===== config.mk =====
export PLATFORM = sky130hd
export DESIGN_NAME = mem_store_unit_flat
export DESIGN_NICKNAME = d
export VERILOG_FILES = /design/src/rtl/mem_store_unit_if.sv /design/src/rtl/mem_store_unit.sv /design/src/flat_wrapper.sv
export SDC_FILE = /design/constraint.sdc
export NUM_CORES = 1
export LEC_CHECK = 0
export CAP_MARGIN = 20
export CORE_ASPECT_RATIO = 1.4
export CORE_MARGIN = 5
export CORE_UTILIZATION = 28
export DETAILED_ROUTE_END_ITERATION = 16
export GPL_TIMING_DRIVEN = 0
export PLACE_DENSITY = 0.54
export SLEW_MARGIN = 20
export SYNTH_ARGS = -nofsm -noshare
export SYNTH_HDL_FRONTEND = slang
export SYNTH_SLANG_ARGS = --single-unit

===== constraint.sdc =====
create_clock -name clk -period 3.4 [get_ports clk]
set_input_delay 0.68 -clock clk [delete_from_list [all_inputs] [get_ports clk]]
set_output_delay 0.68 -clock clk [all_outputs]
set_load 0.01 [all_outputs]

===== src/rtl/mem_store_unit_if.sv =====
// Store-unit bus bundle: execute-stage store request, DMEM/IMEM write ports,
// memory-mapped IO store handshake and the queue-empty status.
interface mem_store_unit_if #(
  parameter int MEM_AW = 14
);
  logic              st_valid_i;
  logic              st_ready_o;
  logic [31:0]       st_addr_i;
  logic [31:0]       st_data_i;
  logic [2:0]        st_funct3_i;
  logic              imem_wr_allow_i;

  logic [MEM_AW-1:0] dmem_addr_o;
  logic [31:0]       dmem_din_o;
  logic [3:0]        dmem_we_o;

  logic [MEM_AW-1:0] imem_addr_o;
  logic [31:0]       imem_din_o;
  logic [3:0]        imem_we_o;

  logic              io_valid_o;
  logic              io_ready_i;
  logic [31:0]       io_addr_o;
  logic [31:0]       io_data_o;
  logic [3:0]        io_we_o;

  logic              empty_o;

  modport master (
    output st_valid_i, st_addr_i, st_data_i, st_funct3_i, imem_wr_allow_i, io_ready_i,
    input  st_ready_o, dmem_addr_o, dmem_din_o, dmem_we_o,
           imem_addr_o, imem_din_o, imem_we_o,
           io_valid_o, io_addr_o, io_data_o, io_we_o, empty_o
  );

  modport slave (
    input  st_valid_i, st_addr_i, st_data_i, st_funct3_i, imem_wr_allow_i, io_ready_i,
    output st_ready_o, dmem_addr_o, dmem_din_o, dmem_we_o,
           imem_addr_o, imem_din_o, imem_we_o,
           io_valid_o, io_addr_o, io_data_o, io_we_o, empty_o
  );
endinterface


===== src/rtl/mem_store_unit.sv =====
// Store-side memory stage: aligns stores, decodes the target region and drains
// an in-order store queue to DMEM, IMEM or IO. STORE_MISALIGN_TRAP_EN adds misalign_o.
module mem_store_unit #(
  parameter int DEPTH  = 4,
  parameter int MEM_AW = 14
) (
  input  logic             clk,
  input  logic             rst,
  mem_store_unit_if.slave  bus
`ifdef STORE_MISALIGN_TRAP_EN
  ,
  output logic             misalign_o
`endif
);

  localparam int PW = (DEPTH > 1) ? $clog2(DEPTH) : 1;
  localparam int CW = PW + 1;
  localparam logic [CW-1:0] FULL = CW'(DEPTH);

  typedef enum logic [1:0] {
    TGT_NONE = 2'd0,
    TGT_DMEM = 2'd1,
    TGT_IMEM = 2'd2,
    TGT_IO   = 2'd3
  } target_t;

  logic [CW-1:0]     count;
  logic [PW-1:0]     rd_ptr;
  logic [PW-1:0]     wr_ptr;

  target_t           tgt_q   [DEPTH];
  logic [MEM_AW-1:0] waddr_q [DEPTH];
  logic [31:0]       faddr_q [DEPTH];
  logic [31:0]       data_q  [DEPTH];
  logic [3:0]        we_q    [DEPTH];

  logic [3:0]        al_we;
  logic [31:0]       al_data;
  logic              misaligned;
  target_t           al_tgt;
  logic              handshake;
  logic              push;
  logic              pop;
  logic              not_empty;
  target_t           head_tgt;

  // Lane replication plus byte enables; unknown funct3 codes behave as SW.
  always_comb begin
    al_we      = 4'b1111;
    al_data    = bus.st_data_i;
    misaligned = 1'b0;
    case (bus.st_funct3_i)
      3'b000: begin
        al_we   = 4'b0001 << bus.st_addr_i[1:0];
        al_data = {4{bus.st_data_i[7:0]}};
      end
      3'b001: begin
        al_we      = bus.st_addr_i[1] ? 4'b1100 : 4'b0011;
        al_data    = {2{bus.st_data_i[15:0]}};
        misaligned = bus.st_addr_i[0];
      end
      default: begin
        al_we      = 4'b1111;
        al_data    = bus.st_data_i;
        misaligned = (bus.st_addr_i[1:0] != 2'b00);
      end
    endcase
  end

  always_comb begin
    al_tgt = TGT_NONE;
    case (bus.st_addr_i[31:28])
      4'h1:    al_tgt = TGT_DMEM;
      4'h2:    al_tgt = bus.imem_wr_allow_i ? TGT_IMEM : TGT_NONE;
      4'h8:    al_tgt = TGT_IO;
      default: al_tgt = TGT_NONE;
    endcase
  end

  // Dropped requests still complete the handshake so the pipeline never stalls on them.
  assign bus.st_ready_o = (count != FULL);
  assign handshake      = bus.st_valid_i && bus.st_ready_o;
  assign push           = handshake && !misaligned && (al_tgt != TGT_NONE);
  assign not_empty      = (count != '0);
  assign head_tgt       = tgt_q[rd_ptr];
  assign pop            = not_empty && ((head_tgt != TGT_IO) || bus.io_ready_i);
  assign bus.empty_o    = !not_empty;

  always_ff @(posedge clk or posedge rst) begin
    if (rst) begin
      count  <= '0;
      rd_ptr <= '0;
      wr_ptr <= '0;
    end else begin
      if (push) wr_ptr <= wr_ptr + 1'b1;
      if (pop)  rd_ptr <= rd_ptr + 1'b1;
      case ({push, pop})
        2'b10:   count <= count + 1'b1;
        2'b01:   count <= count - 1'b1;
        default: count <= count;
      endcase
    end
  end

  // Payload storage needs no reset: nothing is visible unless count covers the slot.
  always_ff @(posedge clk) begin
    if (push) begin
      tgt_q[wr_ptr]   <= al_tgt;
      waddr_q[wr_ptr] <= bus.st_addr_i[MEM_AW+1:2];
      faddr_q[wr_ptr] <= {bus.st_addr_i[31:2], 2'b00};
      data_q[wr_ptr]  <= al_data;
      we_q[wr_ptr]    <= al_we;
    end
  end

  always_comb begin
    bus.dmem_addr_o = '0;
    bus.dmem_din_o  = '0;
    bus.dmem_we_o   = '0;
    bus.imem_addr_o = '0;
    bus.imem_din_o  = '0;
    bus.imem_we_o   = '0;
    bus.io_valid_o  = 1'b0;
    bus.io_addr_o   = '0;
    bus.io_data_o   = '0;
    bus.io_we_o     = '0;
    if (not_empty) begin
      case (head_tgt)
        TGT_DMEM: begin
          bus.dmem_addr_o = waddr_q[rd_ptr];
          bus.dmem_din_o  = data_q[rd_ptr];
          bus.dmem_we_o   = we_q[rd_ptr];
        end
        TGT_IMEM: begin
          bus.imem_addr_o = waddr_q[rd_ptr];
          bus.imem_din_o  = data_q[rd_ptr];
          bus.imem_we_o   = we_q[rd_ptr];
        end
        TGT_IO: begin
          bus.io_valid_o = 1'b1;
          bus.io_addr_o  = faddr_q[rd_ptr];
          bus.io_data_o  = data_q[rd_ptr];
          bus.io_we_o    = we_q[rd_ptr];
        end
        default: ;
      endcase
    end
  end

`ifdef STORE_MISALIGN_TRAP_EN
  always_ff @(posedge clk or posedge rst) begin
    if (rst) misalign_o <= 1'b0;
    else     misalign_o <= handshake && misaligned;
  end
`endif

endmodule


===== src/flat_wrapper.sv =====
// flat-port wrapper written by rule: the top's interface ports become plain ports
module mem_store_unit_flat 
#(
  parameter int DEPTH  = 4,
  parameter int MEM_AW = 14
)
  (clk, rst, bus_st_valid_i, bus_st_addr_i, bus_st_data_i, bus_st_funct3_i, bus_imem_wr_allow_i, bus_io_ready_i, bus_st_ready_o, bus_dmem_addr_o, bus_dmem_din_o, bus_dmem_we_o, bus_imem_addr_o, bus_imem_din_o, bus_imem_we_o, bus_io_valid_o, bus_io_addr_o, bus_io_data_o, bus_io_we_o, bus_empty_o);
  mem_store_unit_if #(.MEM_AW(MEM_AW)) bus_i ();
  input  logic clk;
  input  logic rst;
  input wire logic [$bits(bus_i.st_valid_i)-1:0] bus_st_valid_i;
  input wire logic [$bits(bus_i.st_addr_i)-1:0] bus_st_addr_i;
  input wire logic [$bits(bus_i.st_data_i)-1:0] bus_st_data_i;
  input wire logic [$bits(bus_i.st_funct3_i)-1:0] bus_st_funct3_i;
  input wire logic [$bits(bus_i.imem_wr_allow_i)-1:0] bus_imem_wr_allow_i;
  input wire logic [$bits(bus_i.io_ready_i)-1:0] bus_io_ready_i;
  output wire logic [$bits(bus_i.st_ready_o)-1:0] bus_st_ready_o;
  output wire logic [$bits(bus_i.dmem_addr_o)-1:0] bus_dmem_addr_o;
  output wire logic [$bits(bus_i.dmem_din_o)-1:0] bus_dmem_din_o;
  output wire logic [$bits(bus_i.dmem_we_o)-1:0] bus_dmem_we_o;
  output wire logic [$bits(bus_i.imem_addr_o)-1:0] bus_imem_addr_o;
  output wire logic [$bits(bus_i.imem_din_o)-1:0] bus_imem_din_o;
  output wire logic [$bits(bus_i.imem_we_o)-1:0] bus_imem_we_o;
  output wire logic [$bits(bus_i.io_valid_o)-1:0] bus_io_valid_o;
  output wire logic [$bits(bus_i.io_addr_o)-1:0] bus_io_addr_o;
  output wire logic [$bits(bus_i.io_data_o)-1:0] bus_io_data_o;
  output wire logic [$bits(bus_i.io_we_o)-1:0] bus_io_we_o;
  output wire logic [$bits(bus_i.empty_o)-1:0] bus_empty_o;
  assign bus_i.st_valid_i = bus_st_valid_i;
  assign bus_i.st_addr_i = bus_st_addr_i;
  assign bus_i.st_data_i = bus_st_data_i;
  assign bus_i.st_funct3_i = bus_st_funct3_i;
  assign bus_i.imem_wr_allow_i = bus_imem_wr_allow_i;
  assign bus_i.io_ready_i = bus_io_ready_i;
  assign bus_st_ready_o = bus_i.st_ready_o;
  assign bus_dmem_addr_o = bus_i.dmem_addr_o;
  assign bus_dmem_din_o = bus_i.dmem_din_o;
  assign bus_dmem_we_o = bus_i.dmem_we_o;
  assign bus_imem_addr_o = bus_i.imem_addr_o;
  assign bus_imem_din_o = bus_i.imem_din_o;
  assign bus_imem_we_o = bus_i.imem_we_o;
  assign bus_io_valid_o = bus_i.io_valid_o;
  assign bus_io_addr_o = bus_i.io_addr_o;
  assign bus_io_data_o = bus_i.io_data_o;
  assign bus_io_we_o = bus_i.io_we_o;
  assign bus_empty_o = bus_i.empty_o;
  mem_store_unit #(.DEPTH(DEPTH), .MEM_AW(MEM_AW)) u_core (.clk(clk), .rst(rst), .bus(bus_i));
endmodule

Yosys cells after proc, flatten, opt, wreduce, memory -nomap -nowiden
Memories as Yosys holds them, arrays and structs flattened. Cells that the tools add are included.

Input port bits: 72. Logic and storage cells: 65. Memory bits (writable): 328. Memories: 5. Flip-flop bits (word level): 7. Output and inout bits: 171.

Equality and inequality tests: 11. Reductions and logical operators: 12. Add/subtract/negate cells: 4. Mux-type cells: 29. Shifts and indexed selects: 1.

Memories: u_core.data_q (depth 4, bits a word 32, rd ports 1, clocked after memory_dff 0, wr ports 1, RTL line mem_store_unit.sv:34) `logic [31:0] data_q [DEPTH];`; u_core.faddr_q (depth 4, bits a word 30, rd ports 1, clocked after memory_dff 0, wr ports 1, RTL line mem_store_unit.sv:33) `logic [31:0] faddr_q [DEPTH];`; u_core.waddr_q (depth 4, bits a word 14, rd ports 1, clocked after memory_dff 0, wr ports 1, RTL line mem_store_unit.sv:32) `logic [MEM_AW-1:0] waddr_q [DEPTH];`; u_core.we_q (depth 4, bits a word 4, rd ports 1, clocked after memory_dff 0, wr ports 1, RTL line mem_store_unit.sv:35) `logic [3:0] we_q [DEPTH];`; u_core.tgt_q (depth 4, bits a word 2, rd ports 1, clocked after memory_dff 0, wr ports 1, RTL line mem_store_unit.sv:31) `target_t tgt_q [DEPTH];`.

Operators by type and width (count): 32-bit 2-to-1 mux (8); 32-bit case mux with 2 select lines (1); 14-bit 2-to-1 mux (4); 4-bit 2-to-1 mux (7); 4-bit case mux with 2 select lines (1); 2-bit equality test (second input constant) (3); 2-bit case mux with 3 select lines (1); 3-bit case mux with 2 select lines (1); 2-bit nonzero test (3); 2-bit by 1-bit adder with 2-bit output (second input constant) (2); 2-bit by 1-bit equality test with 1-bit output (second input constant) (2); 4-bit by 1-bit equality test with 1-bit output (second input constant) (1); 4-bit by 2-bit equality test with 1-bit output (second input constant) (1); 4-bit equality test (second input constant) (1); 1-bit logical AND (4); 1-bit 2-to-1 mux (4); 1-bit by 2-bit left shift with 4-bit output (first input constant) (1); 3-bit by 1-bit adder with 3-bit output (second input constant) (1); 3-bit by 1-bit equality test with 1-bit output (second input constant) (1); 3-bit logical NOT (1); 3-bit inequality test (second input constant) (1); 3-bit nonzero test (1); 3-bit by 1-bit subtractor with 3-bit output (second input constant) (1); 1-bit logical NOT (2); other kinds (4) (4).

Logic depth before layout (Yosys ltp)
Word-level depth: 7. Mapped depth: 12. Gate-level depth less buffers: 10.

Worst setup path after synthesis
No wires, ideal clock.

Path type: input -> register. Start: input bus_st_funct3_i[1]. End: memory u_core.data_q[0][0], enable pin. Setup time: 0.433 ns. Path buffers: 2. Arrival time: 3.300 ns. Path slack: -0.333 ns. Stages on the path: 6. Required time: 2.967 ns. Cells stage by stage: or2_2 buf_2 o21ai_0 and4_1 clkbuf_1 and2_1.

Cells in the longest elaborated chain, start to end: 7. Elaborated cells between the ends (all ways): 8. Those cells by class: eq/ne (1); mux (3); reduce/logical (4).

Ends and longest elaborated chain: from (decl) (RTL line flat_wrapper.sv:14) `input wire logic [$bits(bus_i.st_funct3_i)-1:0] bus_st_funct3_i;`; 3-bit by 1-bit equality test with 1-bit output or 3-bit logical NOT (tied branches) (RTL line mem_store_unit.sv:52) `case (bus.st_funct3_i)`; 1-bit case mux with 2 select lines * (RTL line mem_store_unit.sv:52); 1-bit logical NOT * (RTL line mem_store_unit.sv:83) `assign push = handshake && !misaligned && (al_tgt != TGT_NONE);`; 1-bit logical AND * (2 in a row) (RTL line mem_store_unit.sv:83); 1-bit 2-to-1 mux * (RTL line mem_store_unit.sv:107) `if (push) begin`; 1-bit 2-to-1 mux (implied by the code) * (RTL line mem_store_unit.sv:111) `data_q[wr_ptr] <= al_data;`; to (decl) (RTL line mem_store_unit.sv:34).

Every way passes the cells marked *; elsewhere a longest branch is shown, timed or not.

Worst setup path in the final report
Start: register u_core.rd_ptr[0]. End: output bus_dmem_din_o[30].

Cells in the longest elaborated chain, start to end: 4. Elaborated cells between the ends (all ways): 5. Those cells by class: eq/ne (1); mux (2); memory (2).

Ends and longest elaborated chain: from (decl) (RTL line mem_store_unit.sv:28) `logic [PW-1:0] rd_ptr;`; from (signal assigned) (RTL line mem_store_unit.sv:96) `if (pop) rd_ptr <= rd_ptr + 1'b1;`; memory 4 x 2 bit; 2-bit by 1-bit equality test with 1-bit output (RTL line mem_store_unit.sv:128) `case (head_tgt)`; 32-bit 2-to-1 mux * (RTL line mem_store_unit.sv:128); 32-bit 2-to-1 mux * (RTL line mem_store_unit.sv:127) `if (not_empty) begin`; to (decl) (RTL line flat_wrapper.sv:19) `output wire logic [$bits(bus_i.dmem_din_o)-1:0] bus_dmem_din_o;`.

Marks and branches as above.

==> flow_metrics.tcl <==
set metrics [dict create \
    outcome "finished with violations" \
    violations_in_the_final_reports "setup timing" \
    hp_class "input port to asynchronous set/reset pin" \
    cts-buffers-inserted 28 \
    cts_tree "yes" \
    routed_wl_um 32900 \
    yosysWarningCount 0 \
    criticalPathCategory "flip-flop to primary output" \
    die_h_um 254 \
    floorplan.initialDensity_pct 28.2 \
    std_cell_rows 89 \
    drt_first_iter_violations 320 \
    vdd.ir_drop.worst_uv 381 \
    netlist_top_cells_area "edfxtp_1 (69%), mux4_2 (13%), and2_1 (5.4%), nor2b_1 (3.6%), mux2_2 (1.6%)" \
    die_w_um 184 \
    ioPinCount 243 \
    startpoint_type "flip-flop" \
    synth_largest_type_area_fraction_pct 68.8 \
    average_vias_per_placed_instance 4.41 \
    area_leader_netlist "edfxtp_1" \
    preCtsSetupSlack_ns -0.329 \
    final.setup_skew_ns 0.0151 \
    grt_pass1_wl_um 47400 \
    grt_setup_unrepaired "true" \
    synth-adder-area-share_pct 0.696 \
    first_global_vias 7067 \
    fin_nets 1022 \
    detailroute.via_count 6685 \
    area_growth_syn_to_layout_pct 35.6 \
    synth_enable_flop_cells 272 \
    cellLeakagePower_nw 5.91 \
    synth_simple_gate_area_share_pct 10.2 \
    clock_latency_ns 0.54 \
    grt_antenna_before_repair 3 \
    yosysSeqAreaShare_pct 70.3 \
    achievable-frequency_mhz 293 \
    postRouteAntennaNets 0 \
    worst_slew_margin_rel_pct 41.2 \
    synth.ff_latch_count 279 \
    grt_max_degree 41 \
    synth.cell_area_mm2 0.0119 \
    cts_hold_buf 0 \
    synthesized_area_fraction_occupied_by_ao_oa_aoi_and_oai_cells_pct 0.812 \
    totalNegativeSetupSlack_ns -0.00863 \
    final_hold_viol_count 0 \
    critical_path_required_ns 2.72 \
    muxShareOfSynthArea_pct 15.4 \
    die_footprint_mm2 0.0467 \
    n_fill_cell 4011 \
    gate_count_post_synth 653 \
    synth_cell_types 34 \
    share_of_cells_above_drive_strength_1_pct 26.3 \
    end_kind "primary output" \
    cts-htree-levels 1 \
    period_minus_slack_ns 3.41 \
    clk_transition_reported_paths_ns 0.06 \
    fin_total_pwr_mw 12.3 \
    synth_xor_area_share_pct 0.517 \
    timing_worst_slew_pin_value_ns 0.882 \
    fin_ws_ns -0.00863 \
    final_replace_weighted_congestion 0.715 \
    critical_path_arrival_ns 2.73 \
    drc 0 \
    layout.core_utilization_pct 38.2 \
    dp.final_hpwl_um 23300 \
    cts.root.buffer_cell "clkbuf_16" \
    io_buffer_count 240 \
    worstPathMaxFanout 10 \
    postSynth.topFlopCell "edfxtp_1" \
    powerDensity_mw_per_mm2 766 \
    cap_viol_max_count 0 \
    min_period_over_period_pct 100 \
    wire_per_inst_um 21.7 \
    combinational_family_with_the_most_area_after_synthesis "multiplexers" \
    total_congestion_overflow_after_global_routing 0 \
    finalSetupViolations 1 \
    global_route.usage.total_pct 13.7 \
    detailedRoute.firstPassIterationCount 4 \
    clock_sinks 279 \
    placeableCoreArea_mm2 0.0421 \
    cts_max_path_buffers 3 \
    syn_area_per_cell_um2 18.2 \
    final-max-slew-violation-count 0 \
    ys_async_sr_fraction_pct 2.51 \
]
## cells by family after synthesis
| kind of cell | Yosys count |
|---|---|
| simple gates | 197 |
| xor+xnor | 7 |
| compound gates | 17 |
| buf+inv | 51 |
| flops | 279 |
| fa+ha+maj | 6 |
| mux | 95 |
| other cells | 1 |
## sequential cells by signal, indices dropped and copies added, names as in the netlist
register and cells:
u_core.we_q 16, u_core.data_q 128, u_core.faddr_q 120, u_core.wr_ptr 2, u_core.tgt_q 8, u_core.rd_ptr 2
u_core.count 3
## worst max-delay path, cell delays in order, from the launching register on
cell	delay [ns]
dfrtp_1	0.34
buf_6	0.11
mux4_2	0.54
buf_4	0.17
nor3b_4	0.27
buf_6	0.16
clkbuf_16	0.17
and2_4	0.17
clkdlybuf4s15_1	0.23
## metal layers
metal	wire length (um)	GRT usage, %	up-vias
li1	-	-	3074
met1	13100	16.8	3414
met2	17800	25.1	161
met3	1240	1.60	36
met4	742	3.93	0
met5	0	0	-
## cell usage after synthesis (4+ instances only)
cell,instances
a21oi_1,9
buf_4,8
clkbuf_2,5
nor2b_1,68
o21ai_0,5
clkbuf_1,10
xor2_1,4
mux2_2,17
dfrtp_1,7
mux4_2,68
nor2_1,12
mux2i_1,10
edfxtp_1,272
ha_1,5
inv_1,11
buf_2,13
and2_1,103
## cells in the final DEF, fill, tap and decap left out, drive strengths merged, types with 3 or more instances in the layout
cell type | synthesis | final
mux2 | 17 | 17
inv | 11 | 11
xnor2 | 3 | 3
nor2 | 14 | 14
dfrtp | 7 | 7
o21ai | 5 | 5
nor2b | 68 | 68
diode | 0 | 3
a21oi | 9 | 9
mux4 | 68 | 68
ha | 5 | 5
dlygate4sd2 | 0 | 18
mux2i | 10 | 10
clkinv | 0 | 8
edfxtp | 272 | 272
clkbuf | 15 | 114
buf | 25 | 50
and2 | 103 | 103
clkdlybuf4s50 | 0 | 134
xor2 | 4 | 4
nor3 | 3 | 3
dlymetal6s2s | 0 | 23
## path summary, 6_finish.rpt
check | slack (ns) | cells after the start | end | startpoint
max | -0.009 | 8 | bus_dmem_din_o[30] | u_core.rd_ptr[0]
min | 0.36 | 2 | u_core.rd_ptr[0] | rst
max reg2reg | 0.82 | 11 | u_core.count[2] | u_core.rd_ptr[0]
min reg2reg | 0.50 | 1 | u_core.count[2] | u_core.count[2]
max in group asynchronous | 2.82 | 2 | u_core.wr_ptr[0] | rst
min in group clk | 0.50 | 1 | u_core.count[2] | u_core.count[2]
## through the flow
step | hold WS [ns] | area, um2 | std cells
after floorplan | 0.456 | 11900 | 654
after global placement | 0.482 | 15000 | 1440
after detailed placement | 0.484 | 15100 | 1445
after CTS | 0.344 | 16100 | 1504
after global routing | 0.369 | 16100 | 1515
final | 0.361 | 16100 | 1515
## layout make-up
type,instances,area (um2),area share [%]
Clock inverter,12,113,0.700
Buffer,40,419,2.61
Inverter,11,41.3,0.257
Multi-Input combinational cell,324,3310,20.6
Tap cell,546,683,4.25
Timing Repair Buffer,260,2400,14.9
Clock buffer,40,767,4.77
Sequential cell,279,8340,51.9
Antenna cell,3,7.51,0.0467
## power by group
group          leakage, nW  switching (mW)  internal (mW)
sequential            2.52          0.0360           3.87
clock                0.419            1.27           1.72
combinational         2.97            2.61           2.83
## what timing repair did
action | CTS | global route
buffers inserted | 7 | 8
pin swaps | 2 | 0
endpoints found under the setup margin | 166 | 146
gates resized for setup | 143 | 167
No activity file was read; power rests on OpenSTA's default activity.
==> variant: new RTL, config.mk and constraints unchanged <==
`MEM_AW` is set to 14 in 3 places; all go to 13.
--- a/src/rtl/mem_store_unit_if.sv
+++ b/src/rtl/mem_store_unit_if.sv
@@ -1,7 +1,7 @@
 // Store-unit bus bundle: execute-stage store request, DMEM/IMEM write ports,
 // memory-mapped IO store handshake and the queue-empty status.
 interface mem_store_unit_if #(
-  parameter int MEM_AW = 14
+  parameter int MEM_AW = 13
 );
   logic              st_valid_i;
   logic              st_ready_o;
--- a/src/rtl/mem_store_unit.sv
+++ b/src/rtl/mem_store_unit.sv
@@ -2,7 +2,7 @@
 // an in-order store queue to DMEM, IMEM or IO. STORE_MISALIGN_TRAP_EN adds misalign_o.
 module mem_store_unit #(
   parameter int DEPTH  = 4,
-  parameter int MEM_AW = 14
+  parameter int MEM_AW = 13
 ) (
   input  logic             clk,
   input  logic             rst,
--- a/src/flat_wrapper.sv
+++ b/src/flat_wrapper.sv
@@ -2,7 +2,7 @@
 module mem_store_unit_flat 
 #(
   parameter int DEPTH  = 4,
-  parameter int MEM_AW = 14
+  parameter int MEM_AW = 13
 )
   (clk, rst, bus_st_valid_i, bus_st_addr_i, bus_st_data_i, bus_st_funct3_i, bus_imem_wr_allow_i, bus_io_ready_i, bus_st_ready_o, bus_dmem_addr_o, bus_dmem_din_o, bus_dmem_we_o, bus_imem_addr_o, bus_imem_din_o, bus_imem_we_o, bus_io_valid_o, bus_io_addr_o, bus_io_data_o, bus_io_we_o, bus_empty_o);
   mem_store_unit_if #(.MEM_AW(MEM_AW)) bus_i ();
Interface: changed (resized bus_dmem_addr_o and bus_imem_addr_o); port bits go from 243 to 241. The function was not compared with the original's and may differ.
==> variant against the unedited design <==
Clock power rose by 8.0%. Area after synthesis hardly changed. Sequential cell count stayed put. Maximum frequency increased by 1.1%. Final area rose by 1.3%. Hold slack improved by 0.0036 ns. Sequential share of layout area shrank 0.64 points. Total power increased by 2.3%. Register-to-register slack about the same. Sequential power about the same. Global-route usage is 0.13 points lower. Setup slack better by 0.038 ns. Routed wire length hardly changed. First-iteration DRC count up 35%. Critical endpoint is now bus_io_we_o[0]. Highest routed layer unchanged.
==> variant: results (changes against the unedited design) <==
I/O Buffers: 238 (was 240)
DP Area: 15,100 sq um (about the same)
Multi-input combinational area share: 20.4% (was 20.6%)
Placer Congestion: 0.739 (was 0.715)
Switching part of the total power: 31.5% (was 31.7%)
DRT met1 WL: 13.0 mm (was 13.1 mm)
Top cells by area, synth: edfxtp_1 (69%), mux4_2 (13%), and2_1 (5.3%) (was edfxtp_1 (69%), mux4_2 (13%), and2_1 (5.4%))
DR pass1 iterations: 4 (unchanged)
Number of clock buffers in the layout: 41 (was 40)
Tot Pwr: 12.6 mW (was 12.3 mW)
Status: finished clean (was finished, violations left)
Max Fclk: 297 MHz (was 293 MHz)
ClkCell Share: 5.84% (was 5.47%)
Top cells by count, synth: edfxtp_1 (272), and2_1 (101), mux4_2 (68) (was edfxtp_1 (272), and2_1 (103), mux4_2 (68), nor2b_1 (68), mux2_2 (17))
Final HPWL DP: 22.5 mm (was 23.3 mm)
Total GRT Usage: 13.5% (was 13.7%)
First-pass GRT wire length: 47.3 mm (was 47.4 mm)
Worst Setup SP: u_core.rd_ptr[1] (was u_core.rd_ptr[0])
Total wire length: 32.9 mm (about the same)
Fraction of the yosys area taken by sequential cells: 70.3% (about the same)
Ratio of cells with drive above 1 in the final layout: 24.5% (was 26.3%)
Layout fillers: 3,986 (was 4,011)
Die Wd: 184 um (about the same)
Met3 wire len: 1.43 mm (was 1.24 mm)
Non-clock buffer share: 18.1% (was 17.5%)
Leak: 6.31 nW (was 5.91 nW)
# placed instances: 1,440 (was 1,445)
CP Capture Point: bus_io_we_o[0] (was bus_dmem_din_o[30])
Peak supply drop: 0.000404 V (was 0.000381 V)
Antenna Diode Count: 1 (was 3)
Combinational Power Share: 43.4% (was 44.1%)
Fraction of area in registers: 51.2% (was 51.9%)
Post-synth cell types: 35 (was 34)
Pin count of the biggest net entering global routing: 38 (was 41)
DR vias: 6,683 (was 6,685)
Final Non-Filler Cells: 1,511 (was 1,515)
Post-Synthesis Cells: 651 (was 653)
Tightest Hold Check Type: in -> async (unchanged)
WHS: 0.365 ns (was 0.361 ns)
Yosys top cell area share: 68.8% (about the same)
Vias in the first global route: 7,202 (was 7,067)
Pre-CTS WS: -0.260 ns (was -0.329 ns)
Worst Tran Pin Value: 0.852 ns (was 0.882 ns)
Worst EP arrival: 2.69 ns (was 2.73 ns)
Setup Skew: 0.0125 ns (was 0.0151 ns)
Wire length on met2: 17.7 mm (was 17.8 mm)
DRC Markers: 0 (unchanged)
Clock Tree Buf Depth: 3 (unchanged)
variant: repair_timing:
item / in CTS / in global routing
pin swaps: 2 / 3
gates cloned: 0 / 4
resized for setup: 240 / 112
hold buffers: 0 / 0
setup buffers: 8 / 8
endpoints found under the setup margin: 164 / 64
variant: cell families after synthesis:
logic type	after synthesis	share of synthesized area, %
DFF	279	70.3
and+or+nand+nor	195	10.1
muxes	95	15.4
buffers and inverters	51	2.15
AOI/OAI and AO/OA	17	0.812
xor gates and xnor gates	7	0.517
adders and majority gates	6	0.696
other	1	0.0316
variant: critical path: stages (launching register included):
cell             delay, ns
dfrtp_1               0.31
buf_2                 0.21
buf_4                 0.26
buf_4                 0.26
mux4_2                0.30
nor2b_2               0.23
clkdlybuf4s50_1       0.58
variant: metal layers:
metal	vias to the layer above	track usage, %
li1	3058	-
met1	3400	17.1
met2	186	24.4
met3	39	1.47
met4	0	3.95
met5	-	0
